`src/rtl/countdown_pkg.sv`:
```
// Shared definitions for the countdown sequencer family: FSM state encoding,
// default datapath width and the legal prescaler range.
package countdown_pkg;

  typedef enum logic [1:0] {
    ST_IDLE = 2'b00,
    ST_RUN  = 2'b01,
    ST_DONE = 2'b10
  } state_e;

  localparam int DEFAULT_WIDTH = 4;
  localparam int PRESCALE_MIN  = 1;
  localparam int PRESCALE_MAX  = 255;

  // A prescale of 1 still needs a 1-bit phase register so the port stays legal.
  function automatic int prescale_bits(input int prescale);
    return (prescale > 1) ? $clog2(prescale) : 1;
  endfunction

endpackage

```
`src/rtl/countdown_tick_gen.sv`:
```
// Prescaler: counts enabled cycles 0..PRESCALE-1 and asserts tick on the last
// phase. clr has priority over en; progress is frozen while en is low.
module countdown_tick_gen
  import countdown_pkg::*;
#(
  parameter int PRESCALE = 1
) (
  input  logic clk,
  input  logic rst_n,
  input  logic en,
  input  logic clr,
  output logic tick
);

  localparam int            PW   = prescale_bits(PRESCALE);
  localparam logic [PW-1:0] LAST = PW'(PRESCALE - 1);

  logic [PW-1:0] phase;

  // Combinational so the owner can act on the same edge the phase wraps.
  assign tick = en && (phase == LAST);

  // NOTE: sequential state uses non-blocking assignments only, so every flop
  // samples the pre-edge values regardless of block evaluation order.
  always_ff @(posedge clk or negedge rst_n) begin
    if (!rst_n) begin
      phase <= '0;
    end else if (clr) begin
      phase <= '0;
    end else if (en) begin
      phase <= tick ? '0 : phase + 1'b1;
    end
  end

endmodule

```
`src/rtl/countdown_seq_ctrl.sv`:
```
// Countdown sequencer: loads a start value, decrements on prescaled ticks,
// supports pause/abort and a done/ack handshake at terminal count.
// Optional build macro COUNTDOWN_AUTO_RELOAD_EN: periodic reload instead of DONE.
module countdown_seq_ctrl
  import countdown_pkg::*;
#(
  parameter int WIDTH    = DEFAULT_WIDTH,
  parameter int PRESCALE = 1
) (
  input  logic             clk,
  input  logic             clr_bar,
  input  logic             start,
  input  logic [WIDTH-1:0] load_val,
  input  logic             pause,
  input  logic             abort,
  input  logic             ack,
  output logic [WIDTH-1:0] count,
  output logic             busy,
  output logic             done,
  output logic             tc_pulse
);

  localparam logic [WIDTH-1:0] ONE = WIDTH'(1);

  state_e           state, state_nxt;
  logic [WIDTH-1:0] count_nxt;
  logic [WIDTH-1:0] reload, reload_nxt;
  logic             tc_nxt;
  logic             do_load;
  logic             tick, tick_en, tick_clr;

  // Prescaler only advances in RUN; it is held at phase 0 everywhere else so
  // every run starts a full prescale period after the load.
  assign tick_en  = (state == ST_RUN) && !pause && !abort;
  assign tick_clr = (state != ST_RUN) || abort;

  countdown_tick_gen #(
    .PRESCALE (PRESCALE)
  ) u_tick_gen (
    .clk   (clk),
    .rst_n (clr_bar),
    .en    (tick_en),
    .clr   (tick_clr),
    .tick  (tick)
  );

  always_ff @(posedge clk or negedge clr_bar) begin
    if (!clr_bar) begin
      state    <= ST_IDLE;
      count    <= '0;
      reload   <= '0;
      tc_pulse <= 1'b0;
    end else begin
      state    <= state_nxt;
      count    <= count_nxt;
      reload   <= reload_nxt;
      tc_pulse <= tc_nxt;
    end
  end

  // NOTE: every signal written here gets a default first, so no path through
  // the case can leave one unassigned and infer a latch.
  always_comb begin
    state_nxt  = state;
    count_nxt  = count;
    reload_nxt = reload;
    tc_nxt     = 1'b0;
    do_load    = 1'b0;

    if (abort) begin
      state_nxt = ST_IDLE;
      count_nxt = '0;
    end else begin
      unique case (state)
        ST_IDLE: do_load = start;

        ST_RUN: begin
          if (tick) begin
            if (count > ONE) begin
              count_nxt = count - ONE;
            end else if (count == ONE) begin
              count_nxt = '0;
              tc_nxt    = 1'b1;
`ifndef COUNTDOWN_AUTO_RELOAD_EN
              state_nxt = ST_DONE;
`endif
            end else begin
`ifdef COUNTDOWN_AUTO_RELOAD_EN
              // Count sat at 0 for one period; start the next period.
              count_nxt = reload;
              if (reload == '0) state_nxt = ST_DONE;
`else
              state_nxt = ST_DONE;
`endif
            end
          end
        end

        ST_DONE: begin
          if (ack) begin
            if (start) do_load   = 1'b1;
            else       state_nxt = ST_IDLE;
          end
        end

        default: state_nxt = ST_IDLE;
      endcase

      // A zero start value has nothing to count: terminal count immediately.
      if (do_load) begin
        count_nxt  = load_val;
        reload_nxt = load_val;
        if (load_val == '0) begin
          state_nxt = ST_DONE;
          tc_nxt    = 1'b1;
        end else begin
          state_nxt = ST_RUN;
        end
      end
    end
  end

  assign busy = (state == ST_RUN);
  assign done = (state == ST_DONE);

endmodule

```
`config.mk`:
```
export PLATFORM = sky130hd
export DESIGN_NAME = countdown_seq_ctrl
export DESIGN_NICKNAME = d
export VERILOG_FILES = /design/src/rtl/countdown_pkg.sv /design/src/rtl/countdown_tick_gen.sv /design/src/rtl/countdown_seq_ctrl.sv
export SDC_FILE = /design/constraint.sdc
export NUM_CORES = 1
export LEC_CHECK = 0
export ABC_AREA = 1
export CORE_MARGIN = 4
export CORE_UTILIZATION = 41
export CTS_CLUSTER_DIAMETER = 30
export CTS_CLUSTER_SIZE = 20
export DETAILED_ROUTE_END_ITERATION = 10
export PLACE_DENSITY = 0.76
export SLEW_MARGIN = 20
export SYNTH_ARGS = -nofsm -noshare
export SYNTH_HDL_FRONTEND = slang
export SYNTH_HIERARCHICAL = 1
export SYNTH_SLANG_ARGS = --single-unit
```
`constraint.sdc`:
```
create_clock -name clk -period 1.65 [get_ports clk]
set_input_delay 0.33 -clock clk [delete_from_list [all_inputs] [get_ports clk]]
set_output_delay 0.33 -clock clk [all_outputs]
set_load 0.02 [all_outputs]
```
==> flow_metrics.py, run 1 <==
metrics = {
    "critical_path": {
        "worst_path_max_delay_cell": "sky130_fd_sc_hd__dfrtp_1",
        "critical_path.startpoint_type": "flip-flop",
        "cell_breakdown_of_the_critical_path": "inv_2 -> nand2_4 -> buf_4 -> inv_1 -> dlygate4sd2_1",
        "worstRegToRegCells": 13,
        "worst-path-stages": 5,
        "worst-endpoint-arrival_ns": 1.27,
        "critical_path.reg2reg.endpoint": "count[3]",
        "timing_worst_setup_path_type": "flip-flop to output pin",
        "worstPathBufferInverterCount": 4,
        "worstReg2RegStart": "state[1]",
        "setup.worst_path.end_class": "output pin",
        "worstPathMaxFanout": 3,
        "critical_path.max_stage_delay_ns": 0.39,
        "rrSetupSlack_ns": 0.08,
        "worst_ep_required_time_ns": 1.32,
        "path_delay_family": "buffers and inverters",
    },
    "clock_network": {
        "ctsHtreeMaxLevel": 1,
        "numCtsBuffers": 3,
        "cts_max_path_buffers": 2,
        "cts-root-buf": "sky130_fd_sc_hd__clkbuf_4",
        "clock_insertion_delay_worst_skew_ns": 0.25,
        "path_clk_slew_ns": 0.06,
        "cts_sinks": 8,
        "tritoncts": "done",
        "postCtsHoldBufs": 0,
    },
    "drt": {
        "drt.antenna.violating_nets": 0,
        "routedWlPerCell_microns": 10.7,
        "drt-pass1-iter-count": 4,
        "finalWirelength_microns": 1480,
        "route.met3.wl_microns": 89,
        "drt_first_iter_violations": 16,
        "via_count": 665,
        "vias_per_cell": 4.82,
        "top_layer": "met4",
        "post_route_m1_wl_microns": 645,
        "drc": 0,
        "routed-wl-met2_microns": 733,
    },
    "power": {
        "power_density_nw_per_um2": 816,
        "vdd_drop_max_v": 0.000492,
        "p_leak_uw": 0.000503,
    },
    "yosys": {
        "synthCells": 93,
        "synth-seq-cells": 8,
        "syn-num-nets": 105,
        "largest_cells_by_area_after_synthesis": "sky130_fd_sc_hd__dfrtp_1 (33%), sky130_fd_sc_hd__nand2_1 (20%), sky130_fd_sc_hd__inv_1 (7.9%), sky130_fd_sc_hd__nor2_1 (4.3%), sky130_fd_sc_hd__ha_1 (4.1%)",
        "async_flop_share_pct": 100,
        "number_of_synthesized_flops_with_an_enable_pin": 0,
        "synth.yosys.warnings": 6,
        "syn-cell-area_sq_um": 616,
        "synthDominantAreaCellType": "sky130_fd_sc_hd__dfrtp_1",
        "yosys_most_used_dff": "sky130_fd_sc_hd__dfrtp_1",
        "synthDominantCellAreaShare_pct": 32.5,
        "synthesis.area_per_instance_sq_um": 6.62,
        "synth.lib_cells_used.distinct": 19,
        "synth_sequential_area_ratio_pct": 32.5,
    },
    "floorplanning": {
        "core_region_area_sq_um": 1350,
        "ioPinCount": 17,
        "width_of_the_chip_microns": 46.8,
        "area_of_the_die_sq_um": 2190,
        "placement_rows": 13,
        "die_height_microns": 46.8,
        "initial_utilization_pct": 45.6,
    },
    "global_route": {
        "maximum_number_of_pins_on_one_net_before_global_route_repair": 9,
        "antenna_found_initial": 0,
        "grt_overflow": 0,
        "gr-usage-all-layers_pct": 16.2,
        "grt_first_pass_wirelength_microns": 2530,
        "via_count_of_the_first_global_routing_pass": 631,
    },
    "sta": {
        "finalHoldViolations": 0,
        "worst_hold_slack_ns": 0.345,
        "max_clock_freq_mhz": 627,
        "rsz0062_at_grt": "true",
        "post_route_minimum_period_ns": 1.60,
        "fin_worst_skew_ns": 0.00651,
        "fin_crit_sh_pct": 96.7,
        "max-slew-margin-rel_pct": 76.4,
        "worst_pin_slew_ns": 0.353,
        "setup-violations-final": 0,
        "report.final.slew_viol_count": 0,
    },
    "finish": {
        "flow.area_growth_from_synthesis_pct": 50.2,
        "finish.net_count": 137,
        "antenna_cells": 0,
        "mostFrequentLayoutCells": "sky130_fd_sc_hd__nand2_1 (32), sky130_fd_sc_hd__inv_1 (11), sky130_fd_sc_hd__buf_4 (11), sky130_fd_sc_hd__clkdlybuf4s50_1 (10), sky130_fd_sc_hd__dfrtp_1 (8)",
        "mostFrequentLayoutCell": "sky130_fd_sc_hd__nand2_1",
        "final_core_utilization_pct": 68.5,
        "num-fill-cells": 118,
        "drive_above_1_share_pct": 26.8,
    },
    "job": {
        "maxCapViolations": 0,
    },
    "placed_design": {
        "finalWeightedCongestion": 0.801,
        "dp_hpwl_microns": 1150,
        "io_buffer_count": 16,
    },
    "hold_path": {
        "worstHoldPathType": "primary input to async pin",
    },
    "run_status": {
        "run_status": "completed",
    },
}
## metal layers
metal | up-vias | GRT usage, %
met2 | 16 | 28.3
met3 | 2 | 6.51
met1 | 300 | 18.7
met5 | - | 0
met4 | 0 | 3.31
li1 | 347 | -
## power breakdown
group / switching (uW) / internal [uW]
Sequential: 25.1 / 217
Combinational: 197 / 161
Clock: 71.5 / 83.6
## cell usage after synthesis (3+ instances only)
library cell / instances
sky130_fd_sc_hd__nand3_1: 5
sky130_fd_sc_hd__dfrtp_1: 8
sky130_fd_sc_hd__nor2_1: 7
sky130_fd_sc_hd__nand2_2: 3
sky130_fd_sc_hd__o21ai_0: 3
sky130_fd_sc_hd__nor2_2: 4
sky130_fd_sc_hd__inv_1: 13
sky130_fd_sc_hd__inv_2: 3
sky130_fd_sc_hd__nand2_1: 33
## timing repair
item / 4_1_cts / 5_1_grt
setup endpoints to repair: 8 / 6
gates resized for setup: 5 / 10
pin swaps: 0 / 8
buffers inserted: 0 / 6
gates cloned: 0 / 0
## sequential cells by signal, indices dropped and copies added, names as in the netlist
signal and cells:
state 2, tc_pulse 1, count 4, u_tick_gen/phase 1
## layout make-up
type | instances | area [sq um] | area share (%)
inverters | 16 | 60.1 | 6.50
well taps | 15 | 18.8 | 2.03
repair buffers | 27 | 243 | 26.3
multi-input cells | 69 | 380 | 41.1
clock buffers | 3 | 22.5 | 2.44
flip-flops and latches | 8 | 200 | 21.7
## how the worst max path moves through the flow
stage               startpoint        to  slack [ns]
floorplan             state[1]  count[2]        0.09
global placement         abort  count[0]       -0.20
detailed placement       abort  count[2]       -0.25
CTS                      abort  count[1]       0.001
global route          state[1]  count[0]       -0.04
finish                state[1]      busy        0.05
## metrics by stage
| step | power, uW | TNS [ns] | std cells | instance area (sq um) | setup WS (ns) |
|---|---|---|---|---|---|
| after global routing | 814 | -0.104 | 138 | 925 | -0.0378 |
| final | 754 | 0 | 138 | 925 | 0.0542 |
| after global placement | 569 | -0.860 | 129 | 832 | -0.202 |
| after CTS | 722 | 0 | 132 | 852 | 0.00133 |
| after floorplan | 448 | 0 | 93 | 616 | 0.0857 |
| after detailed placement | 575 | -1.13 | 129 | 832 | -0.248 |
## kinds of logic after synthesis
family,synth area share [%]
DFF,32.5
adders and majority gates,4.06
and+or+nand+nor,41.5
buffers and inverters,9.76
xor gates and xnor gates,1.42
AOI/OAI and AO/OA,10.8
No activity file was read; power rests on OpenSTA's default activity.
==> run 2: changes to the inputs <==
--- a/config.mk
+++ b/config.mk
@@ -7,11 +7,12 @@
 export LEC_CHECK = 0
 export ABC_AREA = 1
 export CORE_MARGIN = 4
-export CORE_UTILIZATION = 41
+export CORE_UTILIZATION = 44
+export CTS_BUF_LIST = sky130_fd_sc_hd__clkbuf_8
 export CTS_CLUSTER_DIAMETER = 30
 export CTS_CLUSTER_SIZE = 20
 export DETAILED_ROUTE_END_ITERATION = 10
-export PLACE_DENSITY = 0.76
+export PLACE_DENSITY = 0.8
 export SLEW_MARGIN = 20
 export SYNTH_ARGS = -nofsm -noshare
 export SYNTH_HDL_FRONTEND = slang
==> constraint.sdc (replaced) <==
create_clock -name clk -period 1.29 [get_ports clk]
set_input_delay 0.258 -clock clk [delete_from_list [all_inputs] [get_ports clk]]
set_output_delay 0.258 -clock clk [all_outputs]
set_load 0.02 [all_outputs]
==> flow_metrics.py, run 2 (synthesis gave the netlist of run 1 again) <==
metrics = {
    "run_status": {
        "run_status": "finished, violations left",
        "violations": "setup timing",
    },
    "power": {
        "p_leak_uw": 0.000547,
        "power_density_nw_per_um2": 1120,
        "vdd_drop_max_v": 0.000761,
    },
    "global_route": {
        "gr-usage-met1_pct": 23.2,
        "via_count_of_the_first_global_routing_pass": 700,
        "grt_first_pass_wirelength_microns": 2900,
        "antenna_found_initial": 0,
        "grt_busiest_layer": "met2",
        "global_route.usage.met2_pct": 34.5,
        "gr-usage-all-layers_pct": 20.3,
        "gr-usage-met3_pct": 3.56,
        "maximum_number_of_pins_on_one_net_before_global_route_repair": 9,
        "grt_overflow": 0,
    },
    "critical_path": {
        "timing_worst_setup_path_type": "flip-flop to flip-flop",
        "worstReg2RegStart": "state[1]",
        "rrSetupSlack_ns": -0.20,
        "critical_path.startpoint_type": "flip-flop",
        "worstRegToRegCells": 13,
        "worst-endpoint-arrival_ns": 1.67,
        "critical_path.reg2reg.endpoint": "count[3]",
        "setup.worst_path.end_class": "flip-flop",
        "worst_ep_required_time_ns": 1.46,
        "worstSetupStartpoint": "state[1]",
        "worstPathMaxFanout": 4,
    },
    "floorplanning": {
        "ioPinCount": 17,
        "die_height_microns": 45.4,
        "initial_utilization_pct": 46.7,
        "core_region_area_sq_um": 1320,
        "placement_rows": 13,
        "width_of_the_chip_microns": 45.4,
        "area_of_the_die_sq_um": 2060,
    },
    "clock_network": {
        "clock_insertion_delay_worst_skew_ns": 0.23,
        "ctsHtreeMaxLevel": 1,
        "tritoncts": "done",
        "cts_max_path_buffers": 2,
        "numCtsBuffers": 3,
        "postCtsHoldBufs": 0,
        "cts-root-buf": "sky130_fd_sc_hd__clkbuf_8",
        "path_clk_slew_ns": 0.04,
        "cts_sinks": 8,
    },
    "sta": {
        "fin_crit_sh_pct": 116,
        "max_clock_freq_mhz": 669,
        "finalHoldViolations": 0,
        "report.final.slew_viol_count": 0,
        "fin_ws_ns": -0.204,
        "max-slew-margin-rel_pct": 75.0,
        "fin_worst_skew_ns": 0.00783,
        "setup-violations-final": 8,
        "post_route_minimum_period_ns": 1.49,
        "worst_pin_slew_ns": 0.374,
        "rsz0062_at_grt": "true",
    },
    "drt": {
        "drt.antenna.violating_nets": 0,
        "vias_per_cell": 4.78,
        "drt-pass1-iter-count": 4,
        "drc": 0,
        "drt_first_iter_violations": 8,
        "routedWlPerCell_microns": 11.7,
        "via_count": 708,
        "finalWirelength_microns": 1730,
    },
    "finish": {
        "fin_cells": 148,
        "largest_registers": "count (4), state (2)",
        "mostFrequentLayoutCell": "sky130_fd_sc_hd__nand2_1",
        "top_register": "count",
        "antenna_cells": 0,
        "final_core_utilization_pct": 77.7,
        "drive_above_1_share_pct": 35.3,
        "finish.net_count": 147,
        "largest_register_ffs": 4,
        "flow.area_growth_from_synthesis_pct": 66.3,
        "layout.cell_area.non_filler_sq_um": 1020,
        "mostFrequentLayoutCells": "sky130_fd_sc_hd__nand2_1 (33), sky130_fd_sc_hd__buf_4 (20), sky130_fd_sc_hd__inv_1 (10), sky130_fd_sc_hd__dfrtp_1 (8), sky130_fd_sc_hd__clkdlybuf4s50_1 (8)",
    },
    "placed_design": {
        "io_buffer_count": 16,
        "finalWeightedCongestion": 0.856,
        "dp_hpwl_microns": 1190,
        "placed_area_sq_um": 895,
        "dp.cells": 136,
    },
    "job": {
        "maxCapViolations": 0,
    },
    "hold_path": {
        "worstHoldPathType": "primary input to async pin",
    },
}
## run 2: per-layer routing
metal / wire, microns / vias up
li1: - / 365
met5: 0 / -
met2: 848 / 24
met3: 72 / 6
met1: 757 / 313
met4: 52 / 0
## run 2: layout make-up
class                           count  area, sq um
Clock buffer                        3         41.3
Fill cell                         112          294
Inverter                           16         60.1
Multi-Input combinational cell     69          387
Sequential cell                     8          200
Tap cell                           15         18.8
Timing Repair Buffer               37          317
## run 2: how the worst max path moves through the flow
| stage | endpoint | slack [ns] | cells past startpoint |
|---|---|---|---|
| 4_1_cts | count[3] | -0.23 | 13 |
| 2_1_floorplan | count[2] | -0.22 | 14 |
| 3_5_place_dp | count[3] | -0.51 | 12 |
| 5_1_grt | count[1] | -0.34 | 13 |
| 6_report | count[3] | -0.20 | 13 |
| 3_3_place_gp | count[3] | -0.45 | 12 |
## run 2: what timing repair did
action	in CTS	in global routing
pin swaps	8	4
setup buffers	8	2
gates resized for setup	23	3
endpoints found under the setup margin	14	9
## run 2: per-stage QoR
| step | setup TNS (ns) | setup slack, ns | total power, uW | hold WS (ns) |
|---|---|---|---|---|
| 2_1_floorplan | -1.04 | -0.222 | 581 | -0.0376 |
| 3_3_place_gp | -2.89 | -0.448 | 778 | 0.528 |
| 3_5_place_dp | -3.23 | -0.511 | 787 | 0.518 |
| 4_1_cts | -1.24 | -0.226 | 1120 | 0.327 |
| 5_1_grt | -2.34 | -0.342 | 1220 | 0.342 |
| 6_report | -1.32 | -0.204 | 1150 | 0.309 |
## run 2: power breakdown
group / switching (uW) / leakage [uW] / total (uW) / internal [uW]
registers: 24.9 / 0.000109 / 303 / 278
clock network: 102 / 0.0000216 / 304 / 202
logic: 285 / 0.000417 / 539 / 253
## run 2: worst max-delay path, cell delays in order (launching register included)
cell	delay [ns]
sky130_fd_sc_hd__dfrtp_1	0.38
sky130_fd_sc_hd__inv_2	0.08
sky130_fd_sc_hd__nand2_4	0.06
sky130_fd_sc_hd__nor2_4	0.09
sky130_fd_sc_hd__inv_2	0.05
sky130_fd_sc_hd__nor2_2	0.08
sky130_fd_sc_hd__inv_2	0.05
sky130_fd_sc_hd__nor2_4	0.09
sky130_fd_sc_hd__inv_2	0.05
sky130_fd_sc_hd__nor2_4	0.10
sky130_fd_sc_hd__nand2_2	0.09
sky130_fd_sc_hd__a21oi_4	0.18
sky130_fd_sc_hd__nand2_1	0.07
sky130_fd_sc_hd__nand2_1	0.07
